File: config.mk
export PLATFORM = sky130hd
export DESIGN_NAME = fetch_prefetch_unit
export DESIGN_NICKNAME = d
export VERILOG_FILES = /design/src/rtl/fetch_prefetch_unit.sv
export SDC_FILE = /design/constraint.sdc
export NUM_CORES = 1
export LEC_CHECK = 0
export CORE_MARGIN = 2
export CORE_UTILIZATION = 35
export DETAILED_ROUTE_END_ITERATION = 10
export GPL_TIMING_DRIVEN = 0
export PLACE_DENSITY = 0.53
export SLEW_MARGIN = 5
export SYNTH_ARGS = -nofsm -noshare
export SYNTH_HDL_FRONTEND = slang
export SYNTH_SLANG_ARGS = --single-unit
File: constraint.sdc
create_clock -name clk -period 4.25 [get_ports clk]
set_clock_uncertainty 0.1 [all_clocks]
set_input_delay 0.6375 -clock clk [delete_from_list [all_inputs] [get_ports clk]]
set_output_delay 0.6375 -clock clk [all_outputs]
set_load 0.03 [all_outputs]
File: src/rtl/fetch_prefetch_unit.sv
// Decoupled instruction-fetch front end: pipelined imem requests, an in-order
// PC/instruction queue towards decode, and redirect flush with stale-response dropping.
module fetch_prefetch_unit #(
    parameter int               XLEN     = 32,
    parameter int               DEPTH    = 4,
    parameter logic [XLEN-1:0]  RESET_PC = '0
) (
    input  logic                     clk,
    input  logic                     rst_n,
    output logic                     imem_req_valid,
    input  logic                     imem_req_ready,
    output logic [XLEN-1:0]          imem_req_addr,
    input  logic                     imem_rsp_valid,
    input  logic [31:0]              imem_rsp_data,
    input  logic                     redirect_valid,
    input  logic [XLEN-1:0]          redirect_pc,
    output logic                     out_valid,
    input  logic                     out_ready,
    output logic [XLEN-1:0]          out_pc,
    output logic [31:0]              out_instr,
    output logic [$clog2(DEPTH):0]   occupancy,
    output logic                     dbg_redirect_misaligned
);

    localparam int IW = $clog2(DEPTH);
    localparam int PW = IW + 1;

    localparam logic [31:0]     NOP_INSTR = 32'h0000_0013;
    localparam logic [XLEN-1:0] PC_STEP   = 4;
    localparam logic [PW-1:0]   PTR_ONE   = 1;
    localparam logic [PW:0]     SUM_ONE   = 1;
    localparam logic [PW:0]     DEPTH_W   = DEPTH[PW:0];

    logic                started_q, started_d;
    logic [XLEN-1:0]     fetch_pc_q, fetch_pc_d;
    logic [PW-1:0]       alloc_ptr_q, alloc_ptr_d;
    logic [PW-1:0]       fill_ptr_q, fill_ptr_d;
    logic [PW-1:0]       rd_ptr_q, rd_ptr_d;
    logic [PW-1:0]       drop_cnt_q, drop_cnt_d;
    logic                dbg_mis_q, dbg_mis_d;
    logic [XLEN-1:0]     pc_mem_q [DEPTH];
    logic [XLEN-1:0]     pc_mem_d [DEPTH];
    logic [31:0]         instr_mem_q [DEPTH];
    logic [31:0]         instr_mem_d [DEPTH];

    logic [PW-1:0]       alloc_cnt;
    logic [PW-1:0]       live_cnt;
    logic [PW:0]         budget;
    logic [PW:0]         drop_sum;
    logic                req_fire;
    logic                rsp_drop;
    logic                rsp_fill;
    logic                rsp_err;
    logic                out_fire;

    // Allocated entries plus responses still owed to a flushed stream bound new requests.
    assign alloc_cnt = alloc_ptr_q - rd_ptr_q;
    assign live_cnt  = alloc_ptr_q - fill_ptr_q;
    assign budget    = {1'b0, alloc_cnt} + {1'b0, drop_cnt_q};

    assign imem_req_valid = started_q & ~redirect_valid & (budget < DEPTH_W);
    assign imem_req_addr  = fetch_pc_q;
    assign req_fire       = imem_req_valid & imem_req_ready;

    assign rsp_drop = imem_rsp_valid & (drop_cnt_q != '0);
    assign rsp_err  = imem_rsp_valid & (drop_cnt_q == '0) & (live_cnt == '0);
    assign rsp_fill = imem_rsp_valid & (drop_cnt_q == '0) & (live_cnt != '0) & ~redirect_valid;

    assign out_valid = (fill_ptr_q != rd_ptr_q);
    assign out_pc    = pc_mem_q[rd_ptr_q[IW-1:0]];
    assign out_instr = instr_mem_q[rd_ptr_q[IW-1:0]];
    assign out_fire  = out_valid & out_ready;

    assign occupancy               = alloc_cnt;
    assign dbg_redirect_misaligned = dbg_mis_q;

    always_comb begin
        started_d   = 1'b1;
        fetch_pc_d  = fetch_pc_q;
        alloc_ptr_d = alloc_ptr_q;
        fill_ptr_d  = fill_ptr_q;
        rd_ptr_d    = rd_ptr_q;
        drop_cnt_d  = drop_cnt_q;
        pc_mem_d    = pc_mem_q;
        instr_mem_d = instr_mem_q;
        dbg_mis_d   = redirect_valid & (|redirect_pc[1:0]);
        drop_sum    = {1'b0, drop_cnt_q} + {1'b0, live_cnt};

        if (redirect_valid) begin
            // Every live request becomes stale; a response arriving now is one of them.
            if (imem_rsp_valid && (drop_sum != '0)) begin
                drop_sum = drop_sum - SUM_ONE;
            end
            drop_cnt_d  = drop_sum[PW-1:0];
            alloc_ptr_d = rd_ptr_q;
            fill_ptr_d  = rd_ptr_q;
            fetch_pc_d  = {redirect_pc[XLEN-1:2], 2'b00};
        end else begin
            if (req_fire) begin
                pc_mem_d[alloc_ptr_q[IW-1:0]] = fetch_pc_q;
                alloc_ptr_d                   = alloc_ptr_q + PTR_ONE;
                fetch_pc_d                    = fetch_pc_q + PC_STEP;
            end
            if (rsp_drop) begin
                drop_cnt_d = drop_cnt_q - PTR_ONE;
            end
            if (rsp_fill) begin
                instr_mem_d[fill_ptr_q[IW-1:0]] = imem_rsp_data;
                fill_ptr_d                      = fill_ptr_q + PTR_ONE;
            end
            if (out_fire) begin
                rd_ptr_d = rd_ptr_q + PTR_ONE;
            end
        end
    end

    always_ff @(posedge clk or negedge rst_n) begin
        if (!rst_n) begin
            started_q   <= 1'b0;
            fetch_pc_q  <= RESET_PC;
            alloc_ptr_q <= '0;
            fill_ptr_q  <= '0;
            rd_ptr_q    <= '0;
            drop_cnt_q  <= '0;
            dbg_mis_q   <= 1'b0;
            for (int i = 0; i < DEPTH; i++) begin
                pc_mem_q[i]    <= '0;
                instr_mem_q[i] <= NOP_INSTR;
            end
        end else begin
            started_q   <= started_d;
            fetch_pc_q  <= fetch_pc_d;
            alloc_ptr_q <= alloc_ptr_d;
            fill_ptr_q  <= fill_ptr_d;
            rd_ptr_q    <= rd_ptr_d;
            drop_cnt_q  <= drop_cnt_d;
            dbg_mis_q   <= dbg_mis_d;
            pc_mem_q    <= pc_mem_d;
            instr_mem_q <= instr_mem_d;
        end
    end

    // A response with nothing outstanding means the memory and this block disagree.
    rsp_protocol_check : assert property (@(posedge clk) disable iff (!rst_n) !rsp_err);

endmodule

# Word-level counts from Yosys, hierarchy flattened

Cells that the tools add are included.

Bits in registers: 302
Input bits: 70
Output and inout port bits: 102
Word-level logic and storage cells: 80

Add/sub/neg operators: 10
$lt $le $gt $ge: 6
Equality and inequality tests: 1
Multiplexer cells: 21
Bitwise logic cells: 13
Reduce and logical (&&, ||, !) cells: 14

Operators with widths:

| kind                    | number |
|---|---|
| $bwmux W128             | 2 |
| $mux W32                | 8 |
| $bmux W32 S2            | 2 |
| $demux W32 S2           | 2 |
| $add A32 B3 Y32 const B | 1 |
| $mux W3                 | 7 |
| $add A3 B1 Y3 const B   | 3 |
| $and A1 B1 Y1           | 9 |
| $ge A3 B3 Y1 const B    | 3 |
| $not A2 Y3              | 3 |
| $add A3 B3 Y4           | 2 |
| $lt A3 B1 Y1 const B    | 2 |
| $reduce_and A2 Y1       | 3 |
| $reduce_bool A2 Y1      | 3 |
| $reduce_bool A3 Y1      | 2 |
| $sub A3 B1 Y3 const B   | 2 |
| $sub A3 B3 Y3           | 2 |
| $lt A4 B3 Y1 const B    | 1 |
| $reduce_bool A4 Y1      | 1 |
| $logic_and A1 B1 Y1     | 3 |
| $logic_not A3 Y1        | 1 |
| $ne A3 B3 Y1            | 1 |
| $reduce_or A2 Y1        | 1 |
| $not A1 Y1              | 1 |

# Depth between registers and ports, before layout

Gate-level depths: netlist of run 1.

Word-level depth: 7
Depth in mapped cells: 15

# Worst setup path before layout of run 1

OpenSTA, ideal clock, no wires.

Kind: register to register
Start point: register rd_ptr_q[1]
End point: register fetch_pc_q[19] (netlist: imem_req_addr[19])
Setup time: 125 ps
Arrival: 3847 ps
Path slack: 178 ps
Stages on the path, launching flop included: 14
Cells stage by stage: dfrtp_1 > clkbuf_1 > clkbuf_1 > inv_1 > fa_1 > xor2_1 > xnor2_1 > ha_1 > nor4_4 > and4b_1 > buf_4 > nand2_2 > or3_1 > mux2_4

Longest elaborated chain between the ends: 6

RTL lines:

| item                                | RTL line | text |
|---|---|---|
| start: declaration                  | 38       | `logic [PW-1:0] rd_ptr_q, rd_ptr_d;` |
| start signal: assignment            | 135      | `rd_ptr_q <= rd_ptr_d;` |
| $sub A3 B3 Y3                       | 57       | `assign alloc_cnt = alloc_ptr_q - rd_ptr_q;` |
| named net occupancy[2]              | 21       | `output logic [$clog2(DEPTH):0] occupancy,` |
| $add A3 B3 Y4                       | 59       | `assign budget = {1'b0, alloc_cnt} + {1'b0, drop_cnt_q};` |
| $lt A4 B3 Y1                        | 61       | `assign imem_req_valid = started_q & ~redirect_valid & (budget < DEPTH_W);` |
| $and A1 B1 Y1                       | 61       |  |
| $and A1 B1 Y1                       | 63       | `assign req_fire = imem_req_valid & imem_req_ready;` |
| $reduce_bool A2 Y1 (no source line) | --       |  |
| end signal: assignment              | 132      | `fetch_pc_q <= fetch_pc_d;` |
| end: declaration                    | 35       | `logic [XLEN-1:0] fetch_pc_q, fetch_pc_d;` |

The timed path passes the listed nets, and every way through them passes these cells.
A chain may end at the register's enable or synchronous reset.

# Worst setup path in the final report of run 1

Start point: register alloc_ptr_q[0]
End point: register alloc_ptr_q[2]

Longest elaborated chain between the ends: 6
Elaborated cells on any way between the ends: 9
Those cells by class: add/sub: 3; order compare: 1; mux: 2; bitwise: 2; reduce/logical: 1

RTL lines:

| item                                | RTL line | text |
|---|---|---|
| start: declaration                  | 36       | `logic [PW-1:0] alloc_ptr_q, alloc_ptr_d;` |
| start signal: assignment            | 133      | `alloc_ptr_q <= alloc_ptr_d;` |
| $sub A3 B3 Y3                       | 57       |  |
| $add A3 B3 Y4                       | 59       |  |
| $lt A4 B3 Y1                        | 61       |  |
| $and A1 B1 Y1                       | 61       |  |
| $and A1 B1 Y1                       | 63       |  |
| $reduce_bool A2 Y1 (no source line) | --       |  |

Several ways; a longest one is shown, not always the timed one. The select of a mux whose other input is x is not followed.

==> impl_metrics.env, run 1 <==
export IMPL_synth_cell_types=56
export IMPL_r2r_end="alloc_ptr_q[2]$_DFFE_PN0P_"
export IMPL_fin_area_mm2=0.0173
export IMPL_fmax_mhz=257
export IMPL_status="finished clean"
export IMPL_final_common_cell="dfrtp_1"
export IMPL_wl_per_cell_um=20.8
export IMPL_r2r_start="alloc_ptr_q[0]$_DFFE_PN0P_"
export IMPL_grt_overflow=0
export IMPL_cts_buffer_depth=3
export IMPL_grt_first_pass_wirelength_um=56500
export IMPL_wl_met3_um=1650
export IMPL_grt_max_degree=92
export IMPL_die_area_mm2=0.0408
export IMPL_totalWireLength_um=36100
export IMPL_cts_root_buf="clkbuf_16"
export IMPL_syn_area_mm2=0.0137
export IMPL_path_class="flop to flop"
export IMPL_cts_tree="built"
export IMPL_yosysSeqAreaShare_pct=53.3
export IMPL_worstMarginPinSlew_ns=0.875
export IMPL_setup_violations=0
export IMPL_post_route_period_util_pct=91.6
export IMPL_layout_common_cells="dfrtp_1 (280), mux2_2 (219), clkdlybuf4s50_1 (164)"
export IMPL_wl_met2_um=17300
export IMPL_vias=8900
export IMPL_core_area_mm2=0.0386
export IMPL_portBuffers=166
export IMPL_met1_length_um=16400
export IMPL_top_layer="met4"
export IMPL_io_pins=172
export IMPL_ys_ff_latch=292
export IMPL_netlist_instances=983
export IMPL_drive_gt1_share_pct=33.7
export IMPL_drtPass1Iterations=4
export IMPL_nNetsFinal=1285
export IMPL_track_usage_pct=18.0
export IMPL_crit_start="alloc_ptr_q[0]$_DFFE_PN0P_"
export IMPL_cts_made_buffers=35
export IMPL_slew_violations=0
export IMPL_ys_flop_type="dfrtp_1"
export IMPL_final_util_pct=44.8
export IMPL_grt_pass1_vias=9404
export IMPL_max_cap_viol_count=0
export IMPL_synth_edf_count=0
export IMPL_fin_cells=1737
export IMPL_hp_start="pc_mem_q[119]$_DFFE_PN0P_"
export IMPL_required_ns=4.58
export IMPL_vias_per_cell=5.12
export IMPL_syn_area_per_cell_um2=14.0
export IMPL_drc=0
export IMPL_place_area_mm2=0.0161
export IMPL_clkLatencyLatePin_ns=0.52
export IMPL_start_util_pct=35.5
export IMPL_dp_cells=1673
export IMPL_rsz0062_at_grt="no"
export IMPL_cp_depth=14
export IMPL_holdWs_ns=0.376
export IMPL_crit_chain="inv_1 -> ha_1 -> inv_1 -> fa_1 -> xor2_1 -> xnor2_1 -> ha_1 -> nor4_4 -> and4b_1 -> buf_4 -> nor2_1 -> clkbuf_1 -> o21ai_0 -> o211ai_1"
export IMPL_dieWidth_um=202
export IMPL_power_density_mw_per_mm2=735
export IMPL_gp_congestion=0.790
export IMPL_cts_max_level=2
export IMPL_hold_viol_final=0
export IMPL_startpoint_type="flop"
export IMPL_cp_arrival_ns=4.23
export IMPL_synthArstFlopShare_pct=100
export IMPL_r2r_cells=14
export IMPL_critPathSlowestCell="nor2_1"
export IMPL_clk_pin_slew_ns=0.06
export IMPL_crit_end="alloc_ptr_q[2]$_DFFE_PN0P_"
export IMPL_min_path_type="flop to flop"
export IMPL_min_period_ns=3.89
export IMPL_slowest_delay_ns=0.52
export IMPL_antenna_found_initial=1
export IMPL_crit_fanout=10
export IMPL_r2r_slack_ns=0.36
export IMPL_path_delay_family="buffers and inverters"
export IMPL_crit_buf_inv=4
export IMPL_die_y_um=202
export IMPL_drt_iter0_markers=463
export IMPL_syn2layout_area_growth_pct=26.1
export IMPL_place_hpwl_um=24600
export IMPL_p_leak_nw=7.80
export IMPL_synth_warnings=0
export IMPL_cts_sinks=292
export IMPL_endpoint_kind="flop"
export IMPL_fp_row_count=72
export IMPL_vdd_ir_drop_max_mv=0.774
export IMPL_drt_antenna_violating_nets=0
export IMPL_finalPower_w=0.0127
export IMPL_slew_headroom_pct=41.7
[repair_timing]
| action | in CTS | in global routing |
|---|---|---|
| endpoints found under the hold margin | 57 | 0 |
| setup endpoints to repair | 195 | 1 |
| hold buffers | 1 | 0 |
| gates resized for setup | 5 | 2 |
| buffers inserted | 0 | 0 |
[stage by stage]
stage / setup WS [ns] / setup TNS, ns
floorplan: 0.178 / 0
global placement: -10.91 / -3199.96
detailed placement: -0.815 / -79.59
CTS: 0.245 / 0
global route: 0.0962 / 0
finish: 0.358 / 0
[synthesized netlist by cell type, types with 6 or more instances]
library cell  count  share of area, %
clkbuf_1         19              0.52
xor2_1            9              0.57
buf_2            18              0.66
mux4_2           62                10
nor2_1           14              0.38
o211ai_1          9              0.49
nor2b_1           6              0.27
dfstp_2          12               2.3
buf_4            18              0.98
or3_1             8              0.36
xnor2_1           9              0.57
a21oi_1           7              0.26
o311ai_0          8              0.51
o21ai_0          56               2.0
mux2_2          219                18
ha_1             20               1.8
nand3_1          28               1.0
mux2_1            7              0.57
nand2_1          77               2.1
inv_1            22              0.60
dfrtp_1         280                51
[flip-flops by register name, summed over array words and instances (netlist names)]
signal                   cells
fill_ptr_q                   3
instr_mem_q                128
alloc_ptr_q                  3
drop_cnt_q                   3
started_q                    1
pc_mem_q                   120
imem_req_addr               30
rd_ptr_q                     3
dbg_redirect_misaligned      1
[metal layers]
| layer | global-route usage (%) | up-vias |
|---|---|---|
| met1 | 25.1 | 4672 |
| met4 | 4.88 | 0 |
| met2 | 29.0 | 183 |
| li1 | - | 4004 |
| met3 | 2.93 | 41 |
| met5 | 0 | - |
[layout make-up]
type,count,area [um^2]
Timing Repair Buffer,170,1750
Multi-Input combinational cell,606,5960
Tap cell,518,648
Sequential cell,292,7320
Antenna cell,1,2.50
Buffer,65,384
Fill cell,3548,21300
Clock buffer,55,1090
Inverter,22,82.6
Clock inverter,8,67.6
[power breakdown]
| group | internal (W) | switching, W | total (W) |
|---|---|---|---|
| clock network | 0.00183 | 0.00116 | 0.00299 |
| logic | 0.00266 | 0.00277 | 0.00543 |
| registers | 0.00375 | 0.000569 | 0.00432 |
[worst min-delay path, delay by kind of cell (launching register included)]
kind            cells  cell delay (ns)
flops               1             0.34
compound gates      1             0.06
simple gates        1             0.05
[cell families (layout without fill, tap and decap cells)]
group                    after synthesis  after routing  share of synthesized area (%)
AO/OA/AOI/OAI                         91             91                           3.96
XOR/XNOR                              19             19                           1.31
adder cells (fa/ha/maj)               23             23                           2.26
buffers and inverters                 88            320                           3.34
flip-flops                           292            292                           53.3
multiplexers                         292            292                           29.0
other                                  2              6                         0.0547
AND/OR/NAND/NOR                      176            176                           6.71
[worst min path at each step]
stage / to / slack, ns / depth (start not counted)
floorplan: alloc_ptr_q[0]$_DFFE_PN0P_ / 0.24 / 0
CTS: pc_mem_q[119]$_DFFE_PN0P_ / 0.38 / 2
global placement: pc_mem_q[4]$_DFFE_PN0P_ / 0.36 / 2
global route: pc_mem_q[19]$_DFFE_PN0P_ / 0.40 / 2
detailed placement: pc_mem_q[4]$_DFFE_PN0P_ / 0.37 / 2
finish: pc_mem_q[119]$_DFFE_PN0P_ / 0.38 / 2
No activity file was read; power rests on OpenSTA's default activity.
==> inputs of run 2 (changes only) <==
--- a/config.mk
+++ b/config.mk
@@ -5,11 +5,12 @@
 export SDC_FILE = /design/constraint.sdc
 export NUM_CORES = 1
 export LEC_CHECK = 0
+export ABC_AREA = 1
 export CORE_MARGIN = 2
 export CORE_UTILIZATION = 35
 export DETAILED_ROUTE_END_ITERATION = 10
 export GPL_TIMING_DRIVEN = 0
-export PLACE_DENSITY = 0.53
+export PLACE_DENSITY = 0.52
 export SLEW_MARGIN = 5
 export SYNTH_ARGS = -nofsm -noshare
 export SYNTH_HDL_FRONTEND = slang
==> impl_metrics.env, run 2 <==
export IMPL_status="finished clean"
export IMPL_synthMuxAreaShare_pct=0
export IMPL_fill_cells=4079
export IMPL_endpoint_kind="output port"
export IMPL_met1_length_um=22100
export IMPL_cts_root_buf="clkbuf_16"
export IMPL_ys_flop_type="dfrtp_1"
export IMPL_wl_met2_um=21000
export IMPL_synth_edf_count=0
export IMPL_wl_per_cell_um=18.1
export IMPL_gp_congestion=0.862
export IMPL_post_route_period_util_pct=98.2
export IMPL_synth_simple_area_share_pct=26.3
export IMPL_crit_end="out_pc[25]"
export IMPL_ys_ff_latch=292
export IMPL_cp_depth=7
export IMPL_synth_compound_area_share_pct=13.1
export IMPL_synth_warnings=0
export IMPL_io_pins=172
export IMPL_regMostFlops="instr_mem_q"
export IMPL_critPathSlowestCell="clkdlybuf4s50_1"
export IMPL_max_cap_viol_count=0
export IMPL_synthTopCellsByArea="dfrtp_1 (49%), nand2_1 (18%), o21ai_0 (7.9%)"
export IMPL_grt_overflow=0
export IMPL_slowest_delay_ns=0.75
export IMPL_yosysMostFrequentCell="nand2_1"
export IMPL_drtPass1Iterations=5
export IMPL_totalWireLength_um=46900
export IMPL_nNetsFinal=2122
export IMPL_fp_row_count=73
export IMPL_multi_input_area_mm2=0.00608
export IMPL_final_util_pct=44.7
export IMPL_vias_per_cell=5.02
export IMPL_fmax_mhz=240
export IMPL_r2r_start="rd_ptr_q[1]$_DFFE_PN0P_"
export IMPL_crit_start="rd_ptr_q[0]$_DFFE_PN0P_"
export IMPL_hold_viol_final=0
export IMPL_required_ns=3.51
export IMPL_min_period_ns=4.17
export IMPL_synth_top_cell_area_share_pct=49.1
export IMPL_synthAdderAreaFrac_pct=2.17
export IMPL_vdd_ir_drop_max_mv=0.691
export IMPL_synthArstFlopShare_pct=100
export IMPL_vias=13000
export IMPL_slew_violations=0
export IMPL_r2r_cells=15
export IMPL_largest_reg_flops=128
export IMPL_synth_top_family_by_area="simple AND/OR/NAND/NOR gates"
export IMPL_crit_fanout=10
export IMPL_crit_chain="buf_2 -> inv_1 -> clkbuf_2 -> buf_2 -> nor2_1 -> o22ai_1 -> clkdlybuf4s50_1"
export IMPL_synth_cell_types=35
export IMPL_r2r_slack_ns=0.73
export IMPL_yosys_top_cells_count="nand2_1 (693), dfrtp_1 (280), o21ai_0 (225), nor2_1 (182), inv_1 (80)"
export IMPL_r2r_end="pc_mem_q[82]$_DFFE_PN0P_"
export IMPL_wl_met3_um=2740
export IMPL_die_area_mm2=0.0424
export IMPL_drc=0
export IMPL_top_layer="met4"
export IMPL_cts_made_buffers=35
export IMPL_syn_area_per_cell_um2=7.84
export IMPL_rsz0062_at_grt="no"
export IMPL_yosysTopAreaCell="dfrtp_1"
export IMPL_cts_buffer_depth=3
export IMPL_cpMostUsedCell="buf_2"
export IMPL_path_class="flop to output port"
export IMPL_grt_first_pass_wirelength_um=73200
export IMPL_cts_sinks=292
export IMPL_cts_tree="built"
export IMPL_fin_cells=2583
export IMPL_regArea_mm2=0.00732
export IMPL_grt_max_degree=114
export IMPL_path_delay_family="buffers and inverters"
export IMPL_yosysSeqAreaShare_pct=51.3
export IMPL_dieWidth_um=206
export IMPL_drt_antenna_violating_nets=0
export IMPL_place_hpwl_um=32500
export IMPL_start_util_pct=35.7
export IMPL_portBuffers=167
export IMPL_die_y_um=206
export IMPL_drt_iter0_markers=907
export IMPL_crit_buf_inv=5
export IMPL_min_path_type="flop to flop"
export IMPL_grt_pass1_vias=13000
export IMPL_clk_pin_slew_ns=0.06
export IMPL_netlist_instances=1819
export IMPL_syn2layout_area_growth_pct=25.4
export IMPL_finalSetupTns_ns=0
export IMPL_antenna_found_initial=1
export IMPL_syn_area_mm2=0.0143
export IMPL_core_area_mm2=0.0400
export IMPL_track_usage_pct=22.4
export IMPL_final_common_cell="nand2_1"
export IMPL_startpoint_type="flop"
export IMPL_p_leak_nw=8.56
export IMPL_dp_cells=2516
export IMPL_worstMarginPinSlew_ns=0.637
export IMPL_synthXorXnorAreaFrac_pct=0.859
export IMPL_cts_max_level=2
export IMPL_power_density_mw_per_mm2=831
export IMPL_layout_common_cells="nand2_1 (693), dfrtp_1 (280), o21ai_0 (225)"
export IMPL_clkLatencyLatePin_ns=0.53
export IMPL_slew_headroom_pct=57.6
export IMPL_drive_gt1_share_pct=7.25
export IMPL_finalPower_w=0.0149
export IMPL_cp_arrival_ns=3.44
export IMPL_setup_violations=0
[run 2: cell count changes after synthesis, moves of 22 or more]
cell,delta
clkbuf_1,+31
inv_1,+58
mux2_2,-219
mux4_2,-62
nand2_1,+616
nand3_1,+22
nor2_1,+168
o21ai_0,+169
o21ai_1,+44
o22ai_1,+62
[run 2: cell families (layout without fill, tap and decap cells)]
logic type | after synthesis | after routing
AOI/OAI and AO/OA | 349 | 349
xor gates and xnor gates | 14 | 14
adders and majority gates | 23 | 23
buffers and inverters | 193 | 427
DFF | 292 | 292
other | 2 | 7
and+or+nand+nor | 946 | 946
[run 2: what timing repair did]
action                     4_1_cts  5_1_grt
hold buffers                     1        0
hold endpoints to repair        57        0
setup endpoints to repair      167        4
setup buffers                    1        0
resized for setup               13        4
[run 2: how the worst min path moves through the flow]
stage | start | to | slack [ns] | cells after the start
floorplan | rst_n | alloc_ptr_q[0]$_DFFE_PN0P_ | 0.24 | 0
global placement | instr_mem_q[97]$_DFFE_PN1P_ | instr_mem_q[97]$_DFFE_PN1P_ | 0.36 | 2
detailed placement | instr_mem_q[36]$_DFFE_PN1P_ | instr_mem_q[36]$_DFFE_PN1P_ | 0.36 | 2
CTS | instr_mem_q[36]$_DFFE_PN1P_ | instr_mem_q[36]$_DFFE_PN1P_ | 0.37 | 2
global route | instr_mem_q[33]$_DFFE_PN1P_ | instr_mem_q[33]$_DFFE_PN1P_ | 0.38 | 2
finish | instr_mem_q[36]$_DFFE_PN1P_ | instr_mem_q[36]$_DFFE_PN1P_ | 0.37 | 2
[run 2: metrics by stage]
stage | hold WS, ns | setup WS [ns] | area, um^2
3_5_place_dp | 0.356 | -0.463 | 16700
6_report | 0.366 | 0.0764 | 17900
3_3_place_gp | 0.356 | -10.87 | 16600
4_1_cts | 0.367 | 0.0132 | 17900
2_1_floorplan | 0.242 | 0.362 | 14300
5_1_grt | 0.382 | 0.0158 | 17900
[run 2: cell type report]
cell class,count,share of cell area [%]
inverters,90,1.93
plain buffers,102,3.08
clock inverters,10,0.798
multi-input cells,1337,34.0
diodes,2,0.0280
flip-flops and latches,292,40.9
clock buffers,54,5.75
well taps,525,3.67
repair buffers,171,9.83
[run 2: worst reg2reg max path, delay by kind of cell (launching register included)]
family,cells,cell delay [ns]
simple gates,5,0.69
fa+ha+maj,2,0.75
flops,1,0.41
xor+xnor,2,0.46
buf+inv,5,0.93
compound gates,1,0.08
[run 2: where the power goes]
group / total, W / internal, W / switching [W]
Sequential: 0.00449 / 0.00382 / 0.000672
Clock: 0.00308 / 0.00186 / 0.00122
Combinational: 0.00729 / 0.00265 / 0.00463
Total: 0.0149 / 0.00833 / 0.00653
[run 2: layer usage]
layer / GRT usage [%] / vias up
li1: - / 6269
met1: 32.3 / 6298
met2: 34.9 / 344
met3: 3.47 / 62
met4: 6.68 / 0
met5: 0 / -
==> inputs of run 3 (changes only) <==
--- a/config.mk
+++ b/config.mk
@@ -9,7 +9,6 @@
 export CORE_MARGIN = 2
 export CORE_UTILIZATION = 35
 export DETAILED_ROUTE_END_ITERATION = 10
-export GPL_TIMING_DRIVEN = 0
 export PLACE_DENSITY = 0.52
 export SLEW_MARGIN = 5
 export SYNTH_ARGS = -nofsm -noshare
==> impl_metrics.env, run 3 (synthesized netlist as in run 2, its figures left out) <==
export IMPL_cts_sinks=292
export IMPL_setup_violations=0
export IMPL_postCtsResizedCells=0
export IMPL_drc=0
export IMPL_post_route_period_util_pct=90.1
export IMPL_gp_congestion=0.867
export IMPL_r2r_start="alloc_ptr_q[0]$_DFFE_PN0P_"
export IMPL_required_ns=3.51
export IMPL_p_int_w=0.00822
export IMPL_grt_first_pass_wirelength_um=70000
export IMPL_start_util_pct=35.7
export IMPL_grt_overflow=0
export IMPL_endpoint_kind="output port"
export IMPL_largest_reg_flops=128
export IMPL_final_util_pct=43.6
export IMPL_crit_end="imem_req_valid"
export IMPL_totalWireLength_um=43500
export IMPL_hp_start="instr_mem_q[4]$_DFFE_PN1P_"
export IMPL_drive_gt1_share_pct=6.09
export IMPL_worstMarginPinSlew_ns=0.855
export IMPL_place_hpwl_um=26800
export IMPL_cp_arrival_ns=3.09
export IMPL_cts_buffer_depth=3
export IMPL_p_leak_nw=8.32
export IMPL_fp_row_count=73
export IMPL_nNetsFinal=2039
export IMPL_drt_antenna_violating_nets=0
export IMPL_crit_start="alloc_ptr_q[0]$_DFFE_PN0P_"
export IMPL_regMostFlops="instr_mem_q"
export IMPL_postCtsHoldBufs=1
export IMPL_cts_root_buf="clkbuf_16"
export IMPL_drtPass1Iterations=6
export IMPL_antenna_found_initial=0
export IMPL_syn2layout_area_growth_pct=22.4
export IMPL_io_pins=172
export IMPL_grt_pass1_vias=12300
export IMPL_slew_headroom_pct=43.0
export IMPL_startpoint_type="flop"
export IMPL_r2r_end="imem_req_addr[5]$_DFFE_PN0P_"
export IMPL_layout_common_cells="nand2_1 (693), dfrtp_1 (278), o21ai_0 (225)"
export IMPL_finalSetupTns_ns=0
export IMPL_vias_per_cell=5.02
export IMPL_clk_pin_slew_ns=0.06
export IMPL_min_path_type="flop to flop"
export IMPL_dieWidth_um=206
export IMPL_power_density_mw_per_mm2=833
export IMPL_regArea_mm2=0.00733
export IMPL_grt_max_degree=129
export IMPL_cts_made_buffers=35
export IMPL_max_cap_viol_count=0
export IMPL_power_frac_clock_pct=20.9
export IMPL_fill_cells=4091
export IMPL_cts_setup_buffers=0
export IMPL_core_area_mm2=0.0400
export IMPL_vdd_ir_drop_max_mv=0.560
export IMPL_hold_viol_final=0
export IMPL_comb_power_share_pct=48.3
export IMPL_final_common_cell="nand2_1"
export IMPL_r2r_slack_ns=0.88
export IMPL_clkLatencyLatePin_ns=0.54
export IMPL_antenna_diode_count=0
export IMPL_finalWorstSetupSlack_ns=0.421
export IMPL_r2r_cells=16
export IMPL_seq_power_share_pct=30.8
export IMPL_portBuffers=167
export IMPL_min_period_ns=3.83
export IMPL_cts_max_level=2
export IMPL_slew_violations=0
export IMPL_die_y_um=206
export IMPL_status="finished clean"
export IMPL_rsz0062_at_grt="no"
export IMPL_place_ws_ns=0.863
export IMPL_dp_cells=2433
export IMPL_finalPower_w=0.0146
export IMPL_track_usage_pct=21.0
export IMPL_fmax_mhz=261
export IMPL_path_class="flop to output port"
export IMPL_crit_fanout=6
export IMPL_netSwitchingPower_w=0.00633
export IMPL_multi_input_area_mm2=0.00607
export IMPL_wl_per_cell_um=17.4
export IMPL_fin_cells=2497
export IMPL_drt_iter0_markers=937
export IMPL_switching_share_pct=43.5
export IMPL_vias=12500
export IMPL_cts_tree="built"
export IMPL_die_area_mm2=0.0424
run 3: cell types whose count changed in the layout (fill, tap and decap cells not counted), moves of 2 or more:
| cell | before | now |
|---|---|---|
| diode_2 | 2 | 0 |
| clkdlybuf4s50_1 | 162 | 165 |
| clkbuf_2 | 7 | 0 |
| buf_6 | 13 | 0 |
| dlymetal6s2s_1 | 3 | 0 |
| buf_16 | 2 | 0 |
| clkbuf_8 | 6 | 4 |
| buf_12 | 0 | 4 |
| clkinv_2 | 4 | 12 |
| dfrtp_1 | 280 | 278 |
| clkinvlp_4 | 1 | 3 |
| clkbuf_1 | 57 | 4 |
| buf_2 | 31 | 0 |
| buf_4 | 7 | 19 |
run 3: area by class of cell:
type	instances	share of cell area, %
multi-input combinational	1337	34.8
timing repair buffer	190	10.9
clock inverter	19	1.10
tap	525	3.76
sequential	292	42.0
clock buffer	44	5.56
inverter	90	1.96
run 3: worst max-delay path, stage by stage (launching register included):
cell,delay [ns]
dfrtp_1,0.41
inv_1,0.17
ha_1,0.17
inv_1,0.04
fa_1,0.37
xnor2_1,0.18
xor2_1,0.23
ha_1,0.27
inv_1,0.06
nand2_1,0.05
nor2_1,0.22
inv_1,0.07
nor2_1,0.15
buf_4,0.19
run 3: power by group through the flow:
stage	registers [W]	logic (W)	clock network [W]
final	0.00449	0.00702	0.00304
after global routing	0.00462	0.00779	0.00323
after CTS	0.00448	0.00711	0.00312
after detailed placement	0.00451	0.00708	0
after global placement	0.00450	0.00703	0
after floorplan	0.00448	0.00443	0
run 3: metrics by stage:
step           instance area [um^2]  hold WS (ns)
2_1_floorplan                 14300         0.242
3_3_place_gp                  16300         0.354
3_5_place_dp                  16300         0.358
4_1_cts                       17500         0.367
5_1_grt                       17500         0.376
6_report                      17500         0.368
run 3: worst min path at each step:
stage / cells after the start / slack (ns) / endpoint
CTS: 2 / 0.37 / instr_mem_q[64]$_DFFE_PN1P_
detailed placement: 2 / 0.36 / instr_mem_q[65]$_DFFE_PN1P_
global placement: 2 / 0.35 / instr_mem_q[32]$_DFFE_PN1P_
floorplan: 0 / 0.24 / alloc_ptr_q[0]$_DFFE_PN0P_
finish: 2 / 0.37 / instr_mem_q[4]$_DFFE_PN1P_
global route: 2 / 0.38 / instr_mem_q[33]$_DFFE_PN1P_
run 3: routing by layer:
metal  part of all wire, %  vias up  GRT usage (%)
li1                      -     6103              -
met4                   1.9        0           5.26
met3                   5.0       61           3.01
met5                     0        -              0
met1                    49     6045           31.3
met2                    44      322           32.0
